--- config.mk ---
export PLATFORM = sky130hd
export DESIGN_NAME = ddr_cmd_scheduler
export DESIGN_NICKNAME = d
export VERILOG_FILES = /design/src/rtl/ddr_cmd_scheduler.sv
export SDC_FILE = /design/constraint.sdc
export NUM_CORES = 1
export LEC_CHECK = 0
export CAP_MARGIN = 20
export CORE_MARGIN = 3
export CORE_UTILIZATION = 47
export CTS_BUF_LIST = sky130_fd_sc_hd__clkbuf_2
export DETAILED_ROUTE_END_ITERATION = 10
export PLACE_DENSITY = 0.63
export SYNTH_ARGS = -nofsm -noshare
export SYNTH_HDL_FRONTEND = slang
export SYNTH_SLANG_ARGS = --single-unit
--- constraint.sdc ---
create_clock -name clk -period 7.2 [get_ports clk]
set_clock_uncertainty 0.1 [all_clocks]
set_input_delay 2.16 -clock clk [delete_from_list [all_inputs] [get_ports clk]]
set_output_delay 2.16 -clock clk [all_outputs]
set_load 0.05 [all_outputs]
--- src/rtl/ddr_cmd_scheduler.sv ---
// ddr_cmd_scheduler -- single-rank DDR command scheduler, open-page policy.
//
// Accepts one read/write request at a time. It issues PRE/ACT as needed, then
// RD/WR, while enforcing tRCD/tRP/tRAS/tRFC. A periodic refresh is also issued
// every TREFI clocks, with all banks precharged first when any bank is open.
//
// Ports:
//   clk, rst                   sole clock (rising edge), synchronous active-high reset
//   req_valid/req_ready        request handshake (accepted when both high)
//   req_we, req_bg, req_ba,
//   req_row, req_col           request fields, captured on acceptance
//   cmd_done                   one-cycle pulse on the RD/WR(/RDA/WRA) issue cycle
//   busy                       FSM not in IDLE
//   cs_n, act_n, A, ba, bg     DDR command/address pins
//                              (A16 = RAS_n, A15 = CAS_n, A14 = WE_n, A10 = AP)
//   cke                        clock enable, low only while in reset
//
// Build option: define SCHED_AUTO_PRECHARGE_EN to issue RDA/WRA and close the
// bank after every access (closed-page policy).
module ddr_cmd_scheduler #(
  parameter int ADDRWIDTH     = 17,
  parameter int BANKGROUPS    = 4,
  parameter int BANKSPERGROUP = 4,
  parameter int COLS          = 1024,
  parameter int TRCD          = 4,
  parameter int TRP           = 4,
  parameter int TRAS          = 8,
  parameter int TRFC          = 16,
  parameter int TREFI         = 200,
  parameter int BGWIDTH       = (BANKGROUPS > 1) ? $clog2(BANKGROUPS) : 1,
  parameter int BAWIDTH       = (BANKSPERGROUP > 1) ? $clog2(BANKSPERGROUP) : 1,
  parameter int CADDRWIDTH    = (COLS > 1) ? $clog2(COLS) : 1
) (
  input  logic                  clk,
  input  logic                  rst,
  input  logic                  req_valid,
  output logic                  req_ready,
  input  logic                  req_we,
  input  logic [BGWIDTH-1:0]    req_bg,
  input  logic [BAWIDTH-1:0]    req_ba,
  input  logic [ADDRWIDTH-1:0]  req_row,
  input  logic [CADDRWIDTH-1:0] req_col,
  output logic                  cmd_done,
  output logic                  busy,
  output logic                  cs_n,
  output logic                  act_n,
  output logic [ADDRWIDTH-1:0]  A,
  output logic [BAWIDTH:0]      ba,
  output logic [BGWIDTH:0]      bg,
  output logic                  cke
);

  localparam int NBANKS  = BANKGROUPS * BANKSPERGROUP;
  localparam int IDXW    = (NBANKS > 1) ? $clog2(NBANKS) : 1;
  localparam int WMAX    = (TRFC > TRP) ? ((TRFC > TRCD) ? TRFC : TRCD)
                                        : ((TRP > TRCD) ? TRP : TRCD);
  localparam int WAITW   = $clog2(WMAX + 1);
  localparam int TRASW   = $clog2(TRAS + 1);
  localparam int REFW    = $clog2(TREFI + 1);
  localparam int RAS_BIT = 16;
  localparam int CAS_BIT = 15;
  localparam int WE_BIT  = 14;
  localparam int AP_BIT  = 10;

  typedef enum logic [2:0] {IDLE, PRE, ACT, CAS, REF_PRA, REF, WAIT} state_t;

  state_t state, state_next, wait_ret, wait_tgt;

  // Captured request
  logic                  cur_we;
  logic [BGWIDTH-1:0]    cur_bg;
  logic [BAWIDTH-1:0]    cur_ba;
  logic [ADDRWIDTH-1:0]  cur_row;
  logic [CADDRWIDTH-1:0] cur_col;

  // Per-bank open-page tracking
  logic [NBANKS-1:0]    bank_open;
  logic [ADDRWIDTH-1:0] open_row [NBANKS];
  logic [IDXW-1:0]      idx_in, cur_idx;
  logic                 any_open;

  logic             ref_pending;
  logic [REFW-1:0]  trefi_cnt;
  logic [TRASW-1:0] tras_cnt;
  logic             tras_ok;
  logic [WAITW-1:0] wait_cnt, wait_t;
  logic             cke_q;
  logic [BAWIDTH-1:0] ba_q;
  logic [BGWIDTH-1:0] bg_q;

  // FSM decode
  logic                 issue, act_cmd, bank_cmd, done_cmd, capture, go_wait;
  logic                 open_set, open_clr, open_clr_all, tras_restart, ref_clear;
  logic [ADDRWIDTH-1:0] a_cmd;
  logic                 cmd_en;

  assign idx_in   = IDXW'(req_bg) * IDXW'(BANKSPERGROUP) + IDXW'(req_ba);
  assign cur_idx  = IDXW'(cur_bg) * IDXW'(BANKSPERGROUP) + IDXW'(cur_ba);
  assign any_open = |bank_open;
  assign tras_ok  = (tras_cnt == '0);

  assign req_ready = (state == IDLE) && !ref_pending && cke_q;
  assign busy      = (state != IDLE);
  assign cke       = cke_q;

  always_ff @(posedge clk) begin
    if (rst) state <= IDLE;
    else     state <= state_next;
  end

  always_comb begin
    state_next   = state;
    issue        = 1'b0;
    act_cmd      = 1'b0;
    bank_cmd     = 1'b0;
    done_cmd     = 1'b0;
    capture      = 1'b0;
    go_wait      = 1'b0;
    wait_t       = WAITW'(1);
    wait_tgt     = IDLE;
    open_set     = 1'b0;
    open_clr     = 1'b0;
    open_clr_all = 1'b0;
    tras_restart = 1'b0;
    ref_clear    = 1'b0;
    a_cmd        = '0;
    case (state)
      IDLE: begin
        // Refresh outranks a request arriving in the same cycle.
        if (ref_pending) begin
          state_next = any_open ? REF_PRA : REF;
        end else if (req_valid && req_ready) begin
          capture = 1'b1;
          if (bank_open[idx_in])
            state_next = (open_row[idx_in] == req_row) ? CAS : PRE;
          else
            state_next = ACT;
        end
      end
      PRE: begin
        if (tras_ok) begin
          issue           = 1'b1;
          bank_cmd        = 1'b1;
          a_cmd[CAS_BIT]  = 1'b1;
          open_clr        = 1'b1;
          go_wait         = 1'b1;
          wait_t          = WAITW'(TRP);
          wait_tgt        = ACT;
        end
      end
      ACT: begin
        issue        = 1'b1;
        act_cmd      = 1'b1;
        bank_cmd     = 1'b1;
        a_cmd        = cur_row;
        open_set     = 1'b1;
        tras_restart = 1'b1;
        go_wait      = 1'b1;
        wait_t       = WAITW'(TRCD);
        wait_tgt     = CAS;
      end
      CAS: begin
        issue                   = 1'b1;
        bank_cmd                = 1'b1;
        done_cmd                = 1'b1;
        a_cmd[CADDRWIDTH-1:0]   = cur_col;
        a_cmd[RAS_BIT]          = 1'b1;
        a_cmd[WE_BIT]           = ~cur_we;
`ifdef SCHED_AUTO_PRECHARGE_EN
        a_cmd[AP_BIT]           = 1'b1;
        open_clr                = 1'b1;
        go_wait                 = 1'b1;
        wait_t                  = WAITW'(TRP);
        wait_tgt                = IDLE;
`else
        state_next              = IDLE;
`endif
      end
      REF_PRA: begin
        if (tras_ok) begin
          issue          = 1'b1;
          a_cmd[CAS_BIT] = 1'b1;
          a_cmd[AP_BIT]  = 1'b1;
          open_clr_all   = 1'b1;
          go_wait        = 1'b1;
          wait_t         = WAITW'(TRP);
          wait_tgt       = REF;
        end
      end
      REF: begin
        issue         = 1'b1;
        a_cmd[WE_BIT] = 1'b1;
        ref_clear     = 1'b1;
        go_wait       = 1'b1;
        wait_t        = WAITW'(TRFC);
        wait_tgt      = IDLE;
      end
      WAIT: begin
        if (wait_cnt == '0) state_next = wait_ret;
      end
      default: state_next = IDLE;
    endcase
    // A spacing of one clock needs no WAIT cycles at all.
    if (go_wait) state_next = (wait_t == WAITW'(1)) ? wait_tgt : WAIT;
  end

  // Pins decode straight from the current state; rst suppresses any command
  // still in flight so reset never lets it reach the bus.
  assign cmd_en   = issue & ~rst;
  assign cs_n     = ~cmd_en;
  assign act_n    = ~(act_cmd & ~rst);
  assign A        = cmd_en ? a_cmd : '0;
  assign cmd_done = done_cmd & ~rst;
  assign ba       = {1'b0, (bank_cmd && !rst) ? cur_ba : ba_q};
  assign bg       = {1'b0, (bank_cmd && !rst) ? cur_bg : bg_q};

  always_ff @(posedge clk) begin
    if (rst) begin
      cke_q       <= 1'b0;
      ref_pending <= 1'b0;
      trefi_cnt   <= REFW'(TREFI);
      tras_cnt    <= '0;
      wait_cnt    <= '0;
      wait_ret    <= IDLE;
      bank_open   <= '0;
      ba_q        <= '0;
      bg_q        <= '0;
      cur_we      <= 1'b0;
      cur_bg      <= '0;
      cur_ba      <= '0;
      cur_row     <= '0;
      cur_col     <= '0;
    end else begin
      cke_q <= 1'b1;
      if (capture) begin
        cur_we  <= req_we;
        cur_bg  <= req_bg;
        cur_ba  <= req_ba;
        cur_row <= req_row;
        cur_col <= req_col;
      end
      // A new expiry wins over the clear from a REF issued in the same cycle.
      if (trefi_cnt == REFW'(1)) begin
        trefi_cnt   <= REFW'(TREFI);
        ref_pending <= 1'b1;
      end else begin
        trefi_cnt <= trefi_cnt - REFW'(1);
        if (ref_clear) ref_pending <= 1'b0;
      end
      if (tras_restart)    tras_cnt <= TRASW'(TRAS - 1);
      else if (!tras_ok)   tras_cnt <= tras_cnt - TRASW'(1);
      if (go_wait && wait_t != WAITW'(1)) begin
        wait_cnt <= wait_t - WAITW'(2);
        wait_ret <= wait_tgt;
      end else if (state == WAIT && wait_cnt != '0) begin
        wait_cnt <= wait_cnt - WAITW'(1);
      end
      if (open_clr_all)  bank_open          <= '0;
      else if (open_set) bank_open[cur_idx] <= 1'b1;
      else if (open_clr) bank_open[cur_idx] <= 1'b0;
      if (bank_cmd) begin
        ba_q <= cur_ba;
        bg_q <= cur_bg;
      end
    end
  end

  always_ff @(posedge clk) begin
    if (open_set) open_row[cur_idx] <= cur_row;
  end

endmodule

== After elaboration in Yosys (flattened, before gate mapping) ==
Memories as Yosys holds them, arrays and structs flattened.
Index checks and enable logic that the tools add are counted.

* Register bits after elaboration: 77
* Bits in latches: 0
* Bits in writable memories: 272
* Memory bits (read-only): 0
* Output and inout bits: 29
* Memories: 1

* $add $sub $neg: 6
* Multipliers: 0
* Divide/modulo/power cells: 0
* $lt $le $gt $ge: 3
* Eq/ne operators: 14
* Shift-type cells: 0
* Mux-type cells: 50
* Bitwise logic cells: 10
* Reduce and logical (&&, ||, !) cells: 27

{| class="wikitable"
|+ Memories
! name !! depth !! width !! rd ports !! clocked after memory_dff !! wr ports !! line !! text
|-
| open_row || 16 || 17 || 1 || 0 || 1 || 78 || <nowiki>logic [ADDRWIDTH-1:0] open_row [NBANKS];</nowiki>
|}

{| class="wikitable"
|+ Operators with widths
! kind !! number
|-
| 16-bit two-way mux || 2
|-
| 3-bit two-way mux || 10
|-
| 10-bit one-hot mux with 2 select lines || 1
|-
| 3-bit one-hot mux with 3 select lines || 2
|-
| 17-bit == test || 1
|-
| 1-bit two-way mux || 17
|-
| 17-bit two-way mux || 1
|-
| 16-bit bitwise AND || 1
|-
| 16-bit NOT || 1
|-
| 16-bit OR || 1
|-
| 16-bit OR reduction || 1
|-
| 5-bit one-hot mux with 3 select lines || 1
|-
| 1-bit one-hot mux with 2 select lines || 6
|-
| 2-bit OR reduction || 6
|-
| 4-bit by 5-bit < comparator with 1-bit output (second input constant) || 2
|-
| 2-bit two-way mux || 5
|-
| 5-bit two-way mux || 2
|-
| 3-bit == test (second input constant) || 3
|-
| 4-bit by 2-bit adder with 4-bit output || 2
|-
| 8-bit by 1-bit == test with 1-bit output (second input constant) || 1
|-
| 8-bit by 1-bit subtractor with 8-bit output (second input constant) || 1
|-
| 1-bit logical AND || 7
|-
| 3-bit by 2-bit == test with 1-bit output (second input constant) || 2
|-
| 2-bit nonzero test || 3
|-
| other kinds (24) || 31
|}

== Longest topological paths before layout ==
Gate-level depths: netlist (run 1).

* Depth after elaboration: 9
* Mapped depth: 10

== Worst setup path after synthesis (run 1) ==
OpenSTA, ideal clock, no wires.

* Path kind: input port to output port
* From: input rst
* To: output A[10]
* Data arrival time: 3.643 ns
* Data required time: 4.940 ns
* Setup slack: 1.297 ns
* Cell stages on the path: 3
* Buffers on the path: 2
* Cells stage by stage: clkbuf_1 clkbuf_1 nor3_1

* Longest elaborated chain between the ends: 3

{| class="wikitable"
|+ RTL lines
! what !! line !! text
|-
| start: declaration || 35 || <nowiki>input logic rst,</nowiki>
|-
| 1-bit NOT || 209 || <nowiki>assign cmd_en = issue & ~rst;</nowiki>
|-
| 1-bit bitwise AND || 209 ||
|-
| 17-bit two-way mux || 212 || <nowiki>assign A = cmd_en ? a_cmd : '0;</nowiki>
|-
| end: declaration || 47 || <nowiki>output logic [ADDRWIDTH-1:0] A,</nowiki>
|}

No other way between the ends.

== Worst setup path after layout (run 1) ==
* From: register tras_cnt[0]
* To: output bg[0]

* Longest elaborated chain between the ends: 5

{| class="wikitable"
|+ RTL lines
! what !! line !! text
|-
| start: declaration || 84 || <nowiki>logic [TRASW-1:0] tras_cnt;</nowiki>
|-
| start signal: assignment || 250 || <nowiki>if (tras_restart) tras_cnt <= TRASW'(TRAS - 1);</nowiki>
|-
| start signal: assignment || 251 || <nowiki>else if (!tras_ok) tras_cnt <= tras_cnt - TRASW'(1);</nowiki>
|-
| 4-bit zero test || 100 || <nowiki>assign tras_ok = (tras_cnt == '0);</nowiki>
|-
| 1-bit two-way mux || 141 || <nowiki>if (tras_ok) begin</nowiki>
|-
| 1-bit one-hot mux with 2 select lines || 127 || <nowiki>case (state)</nowiki>
|-
| 1-bit logical AND || 215 || <nowiki>assign bg = {1'b0, (bank_cmd && !rst) ? cur_bg : bg_q};</nowiki>
|-
| 2-bit two-way mux || 215 ||
|-
| end: declaration || 49 || <nowiki>output logic [BGWIDTH:0] bg,</nowiki>
|}

No other way between the ends.

==> flow_summary.json, run 1 <==
{
  "power.density_nw_per_um2": 273,
  "period_share": 0.897,
  "switching_power_mw": 1.31,
  "worst_pin_slew_ns": 1.13,
  "grtUsageTotal": 0.211,
  "p_leak_nw": 5.63,
  "ys.flop_type": "edfxtp_1",
  "min_to": "bg_q[0]$_SDFFE_PP0P_",
  "layout.nets": 1109,
  "num_rows": 63,
  "dieArea_um2": 32500,
  "drt_wl_total_um": 34200,
  "cts.repair.resized": 0,
  "drc_errors": 0,
  "syn-instance-count": 945,
  "via_per_inst": 5.64,
  "path_max_fanout": 8,
  "ant_nets": 0,
  "ctsHoldBuffers": 0,
  "grt_pass1_wl_um": 52300,
  "place_congestion": 0.899,
  "yosysWarningCount": 0,
  "setup_tns_ns": 0,
  "cts_max_level": 3,
  "cts_buffers": 89,
  "r2r-start": "state[1]$_SDFFE_PP0P_",
  "min_from": "bg_q[0]$_SDFFE_PP0P_",
  "end_kind": "output port",
  "initial_utilization": 0.480,
  "antenna_found_initial": 1,
  "arrival_ns": 4.20,
  "fp.coreArea_um2": 29800,
  "drive_above_1_share": 0.226,
  "ys_ff_latch": 349,
  "p_seq_frac": 0.553,
  "synth_area_um2": 14300,
  "fmax_ghz": 0.155,
  "startpoint_type": "flip-flop",
  "worst_skew_pair.late_latency_ns": 0.87,
  "avgSynthCellArea_um2": 15.1,
  "cts_root_buf": "clkbuf_2",
  "cts_tree": "yes",
  "io_pins": 64,
  "post-route-min-period_ns": 6.46,
  "setup_viol": 0,
  "reg2regPathDepth": 5,
  "setup.worst_path.class": "reg2out",
  "fp.dieH_um": 180,
  "timing.slew.headroom": 0.245,
  "grt_pass1_vias": 8953,
  "drt_iter0_drc": 750,
  "synth-async-reset-ratio": 0,
  "slew_viol_final": 0,
  "cts_setup_buffers": 0,
  "clkSinkCount": 349,
  "p_int_mw": 3.13,
  "routedWlPerCell_um": 22.3,
  "drv_cap": 0,
  "rsz0062_at_grt": "false",
  "synth_edf_count": 272,
  "synth_cell_type_count": 51,
  "first_pass_iters": 7,
  "yosysTopAreaCell": "edfxtp_1",
  "min_path_type": "reg2reg",
  "finalCoreUtilization": 0.547,
  "path_clk_slew_ns": 0.09,
  "vias": 8642,
  "hold_depth": 2,
  "portBuffers": 61,
  "required_ns": 4.94,
  "grt_max_degree": 53,
  "synthTopCellsByArea": "edfxtp_1 57%, mux4_2 12%, dfxtp_1 11%",
  "grt-ovfl-total": 0,
  "regToRegEndpoint": "open_row[1][7]$_DFFE_PP_",
  "area_growth_pct": 14.0,
  "combPwrFrac": 0.148,
  "place_hpwl_um": 21200,
  "r2r_slack_ns": 3.70,
  "hold_violations": 0,
  "status": "complete, no violations",
  "clockBufferDepth": 3,
  "synth_top_area_frac": 0.571,
  "dieWidth_um": 180,
  "switching_share": 0.295,
  "yosysSeqAreaShare": 0.679,
  "worst_ir_drop_vdd_uv": 147,
  "p_clk_frac": 0.299
}
## power by group through the flow
stage,Sequential (mW),Combinational [mW],Clock (mW)
detailed placement,2.50,0.641,0
finish,2.46,0.658,1.33
floorplan,2.43,0.482,0
global placement,2.50,0.636,0
CTS,2.46,0.645,1.37
global route,2.48,0.723,1.48
## logic make-up (layout without fill, tap and decap cells)
group                      Yosys count  count (layout)  synth area share
and+or+nand+nor                    228             228            0.0724
xor gates and xnor gates            32              32            0.0196
buffers and inverters               80             276            0.0233
other                                1               3          0.000262
muxes                              117             117             0.147
adders and majority gates            6               6           0.00525
DFF                                349             349             0.679
AOI/OAI and AO/OA                  132             132            0.0525
## metrics by stage
stage                     instances  setup WS [ns]  power, mW  hold WS [ns]  cell area, um2
after floorplan                 946           1.30       2.91         0.329           14300
after global placement         1360           1.06       3.13         0.340           15300
after detailed placement       1362           1.05       3.14         0.346           15300
after CTS                      1527          0.686       4.47         0.359           16200
after global routing           1533          0.355       4.68         0.388           16300
final                          1533          0.739       4.44         0.356           16300
## Yosys cell counts, types with 11 or more instances
master / number
a21oi_1: 70
buf_2: 11
clkbuf_1: 28
dfxtp_1: 77
edfxtp_1: 272
inv_1: 28
mux2i_1: 36
mux4_2: 74
nand2_1: 102
nor2_1: 49
nor2b_1: 14
nor3_1: 11
o21ai_0: 31
xnor2_1: 19
xor2_1: 13
## flip-flops by register name (all words and copies together) (netlist names), named ones only
register     cells
tras_cnt         4
wait_ret         3
cur_col         10
cke              1
state            3
cur_row         17
trefi_cnt        8
ref_pending      1
open_row       272
bg_q             2
cur_bg           2
wait_cnt         5
ba_q             2
cur_we           1
cur_ba           2
## layout make-up
| cell class | count | area (um2) |
|---|---|---|
| Timing Repair Buffer | 83 | 898 |
| Antenna cell | 1 | 2.50 |
| Sequential cell | 349 | 9710 |
| Fill cell | 2515 | 13500 |
| Inverter | 28 | 105 |
| Multi-Input combinational cell | 517 | 4260 |
| Clock buffer | 143 | 716 |
| Tap cell | 390 | 488 |
| Clock inverter | 22 | 110 |
## worst max-delay path by stage
| stage | start | end | slack [ns] | cells past startpoint |
|---|---|---|---|---|
| 2_1_floorplan | rst | A[10] | 1.30 | 3 |
| 3_3_place_gp | rst | A[8] | 1.06 | 5 |
| 3_5_place_dp | rst | A[8] | 1.05 | 5 |
| 4_1_cts | tras_cnt[0]$_SDFFE_PP0P_ | bg[0] | 0.69 | 9 |
| 5_1_grt | tras_cnt[0]$_SDFFE_PP0P_ | bg[0] | 0.35 | 9 |
| 6_report | tras_cnt[0]$_SDFFE_PP0P_ | bg[0] | 0.74 | 9 |
## per-layer routing
layer,part of all wire,up-vias,wire length (um),GRT usage
li1,-,3885,-,-
met1,0.43,4373,14600,0.293
met2,0.49,324,16600,0.341
met3,0.065,60,2230,0.0464
met4,0.020,0,684,0.0586
met5,0,-,0,0
## critical path, cell delays in order, from the launching register on
cell and delay [ns]:
dfxtp_1 0.32, inv_1 0.11, ha_1 0.19, and2_1 0.30, nand2_1 0.17, nor3_1 0.60
nor2_1 0.26, nor2_1 0.32, mux2_2 0.38, clkdlybuf4s50_1 0.70
## layout by cell type, fill, tap and decap left out, types with 7 or more instances in the layout
master / instances
nor2_1: 49
buf_4: 14
edfxtp_1: 272
nand2_1: 102
a21oi_1: 70
mux2i_1: 36
nor3_1: 11
nor4_1: 8
nand3_1: 9
clkdlybuf4s50_1: 57
xnor2_1: 19
o21ai_0: 31
clkbuf_2: 143
dfxtp_1: 77
mux4_2: 74
inv_1: 28
xor2_1: 13
nor2b_1: 14
mux2_2: 7
clkinv_1: 19
(Power assumes the default switching activity.)
==> inputs of run 2 (changes only) <==
==> config.mk (replaced) <==
export PLATFORM = sky130hd
export DESIGN_NAME = ddr_cmd_scheduler
export DESIGN_NICKNAME = d
export VERILOG_FILES = /design/src/rtl/ddr_cmd_scheduler.sv
export SDC_FILE = /design/constraint.sdc
export NUM_CORES = 1
export LEC_CHECK = 0
export CAP_MARGIN = 40
export CORE_UTILIZATION = 40
export CTS_BUF_LIST = sky130_fd_sc_hd__clkbuf_2
export DETAILED_ROUTE_END_ITERATION = 10
export PLACE_DENSITY = 0.56
export SYNTH_ARGS = -nofsm -noshare
export SYNTH_HDL_FRONTEND = slang
export SYNTH_SLANG_ARGS = --single-unit
==> run 2 against run 1 <==
- sequential share of layout area fell by 0.62 points
- sequential cell count did not move
- critical path depth did not move
- via count fell by 1.2%
- die area rose by 12%
- register-to-register slack improved by 0.09 ns
- critical path type unchanged
- largest cell class unchanged
- highest routed layer unchanged
==> flow_summary.json, run 2 (same netlist as run 1, synthesis figures left out) <==
{
  "routedWlPerCell_um": 22.0,
  "top_register": "open_row",
  "fp.dieH_um": 191,
  "cts_max_level": 3,
  "top_layer_used": "met4",
  "cts_setup_buffers": 0,
  "cts_buffers": 87,
  "antenna_found_initial": 2,
  "drv_cap": 0,
  "min_path_type": "reg2reg",
  "placedCellCount": 1439,
  "path_cells": "inv_1 > ha_1 > and2_1 > nand2_1 > nor3_1 > nor2_1 > nor2_1 > mux2_2 > clkdlybuf4s50_1",
  "worst_skew_pair.late_latency_ns": 0.87,
  "drt_wl_total_um": 35000,
  "wl_met1_um": 15100,
  "cp.depth": 9,
  "power.density_nw_per_um2": 267,
  "hold_depth": 2,
  "cts_tree": "yes",
  "worst_pin_slew_ns": 0.961,
  "critical_path.most_common_cell": "nor2_1",
  "final_common_cell": "edfxtp_1",
  "status": "complete, no violations",
  "setup.worst_path.class": "reg2out",
  "largest_register_ffs": 272,
  "clkSinkCount": 349,
  "fmax_ghz": 0.152,
  "drive_above_1_share": 0.225,
  "wl_met2_um": 16800,
  "cts.repair.resized": 0,
  "grt_pass1_wl_um": 53100,
  "area_growth_pct": 15.2,
  "initial_utilization": 0.410,
  "drt_iter0_drc": 571,
  "total_power_mw": 4.39,
  "clockBufferDepth": 3,
  "cts_root_buf": "clkbuf_2",
  "fillers": 3137,
  "rsz0062_at_grt": "false",
  "layout.nets": 1114,
  "period_share": 0.912,
  "portBuffers": 61,
  "arrival_ns": 4.30,
  "largestRegisters": "open_row (272), cur_row (17), cur_col (10)",
  "dieWidth_um": 191,
  "setup_tns_ns": 0,
  "critPathSlowestCell": "clkdlybuf4s50_1",
  "end_kind": "output port",
  "p_leak_nw": 5.64,
  "setup_viol": 0,
  "grt_pass1_vias": 8819,
  "vias": 8538,
  "stdcell_count": 1590,
  "grt_max_degree": 47,
  "timing.slew.headroom": 0.351,
  "startpoint_type": "flip-flop",
  "cp_num_buf_inv": 2,
  "drc_errors": 0,
  "first_pass_iters": 7,
  "cp_slowest_stage_delay_ns": 0.70,
  "layout_common_cells": "272 x edfxtp_1, 133 x clkbuf_2, 102 x nand2_1, 77 x dfxtp_1, 74 x mux4_2",
  "num_rows": 68,
  "place_hpwl_um": 23100,
  "post-route-min-period_ns": 6.56,
  "dieArea_um2": 36500,
  "wl_met3_um": 2380,
  "grtUsageTotal": 0.200,
  "slew_viol_final": 0,
  "required_ns": 4.94,
  "hold_violations": 0,
  "fp.coreArea_um2": 34900,
  "reg2regPathDepth": 6,
  "via_per_inst": 5.37,
  "place_congestion": 0.854,
  "hold_slack_ns": 0.356,
  "ant_nets": 0,
  "worst_ir_drop_vdd_uv": 168,
  "path_max_fanout": 8,
  "io_pins": 64,
  "ctsHoldBuffers": 0,
  "grt-ovfl-total": 0,
  "path_clk_slew_ns": 0.10,
  "crit_family": "simple AND/OR/NAND/NOR gates",
  "finalCoreUtilization": 0.472
}
==> run 2: cell types whose count changed in the layout (fill, tap and decap cells not counted) <==
cell	before	now
buf_8	2	4
buf_4	14	16
buf_16	5	10
buf_12	2	1
buf_2	3	2
clkinv_1	19	14
clkbuf_2	143	133
==> run 2: routing by layer <==
layer  GRT usage  up-vias
li1            -     3904
met1       0.268     4271
met2       0.318      303
met3      0.0417       60
met4      0.0751        0
met5     0.00687        -
==> run 2: final timing paths <==
path	endpoint	from	slack [ns]
setup / recovery	ba[0]	tras_cnt[0]$_SDFFE_PP0P_	0.64
hold / removal	bg_q[1]$_SDFFE_PP0P_	bg_q[1]$_SDFFE_PP0P_	0.36
setup reg to reg	open_row[2][2]$_DFFE_PP_	state[1]$_SDFFE_PP0P_	3.79
hold reg to reg	bg_q[1]$_SDFFE_PP0P_	bg_q[1]$_SDFFE_PP0P_	0.36
==> run 2: power breakdown <==
part           internal, mW  switching, mW  total (mW)
Clock                 0.517          0.757        1.27
Sequential             2.32          0.133        2.45
Combinational         0.263          0.401       0.665
==> run 2: stage by stage <==
stage,cell area [um2],worst slack [ns]
2_1_floorplan,14300,1.30
3_3_place_gp,15400,0.888
3_5_place_dp,15700,0.847
4_1_cts,16500,0.556
5_1_grt,16500,0.293
6_report,16500,0.636
==> run 2: layout make-up <==
class | instances | area, um2 | share of cell area
diodes | 1 | 2.50 | 0.000152
clock buffers | 133 | 666 | 0.0404
clock inverters | 17 | 91.3 | 0.00555
inverters | 28 | 105 | 0.00639
multi-input cells | 517 | 4260 | 0.259
flip-flops and latches | 349 | 9710 | 0.590
well taps | 455 | 569 | 0.0346
repair buffers | 90 | 1060 | 0.0642
==> run 2: tightest hold or removal path, cell delays in order (launching register included) <==
cell and delay (ns):
dfxtp_1 0.32, nand2_1 0.05, a21oi_1 0.05
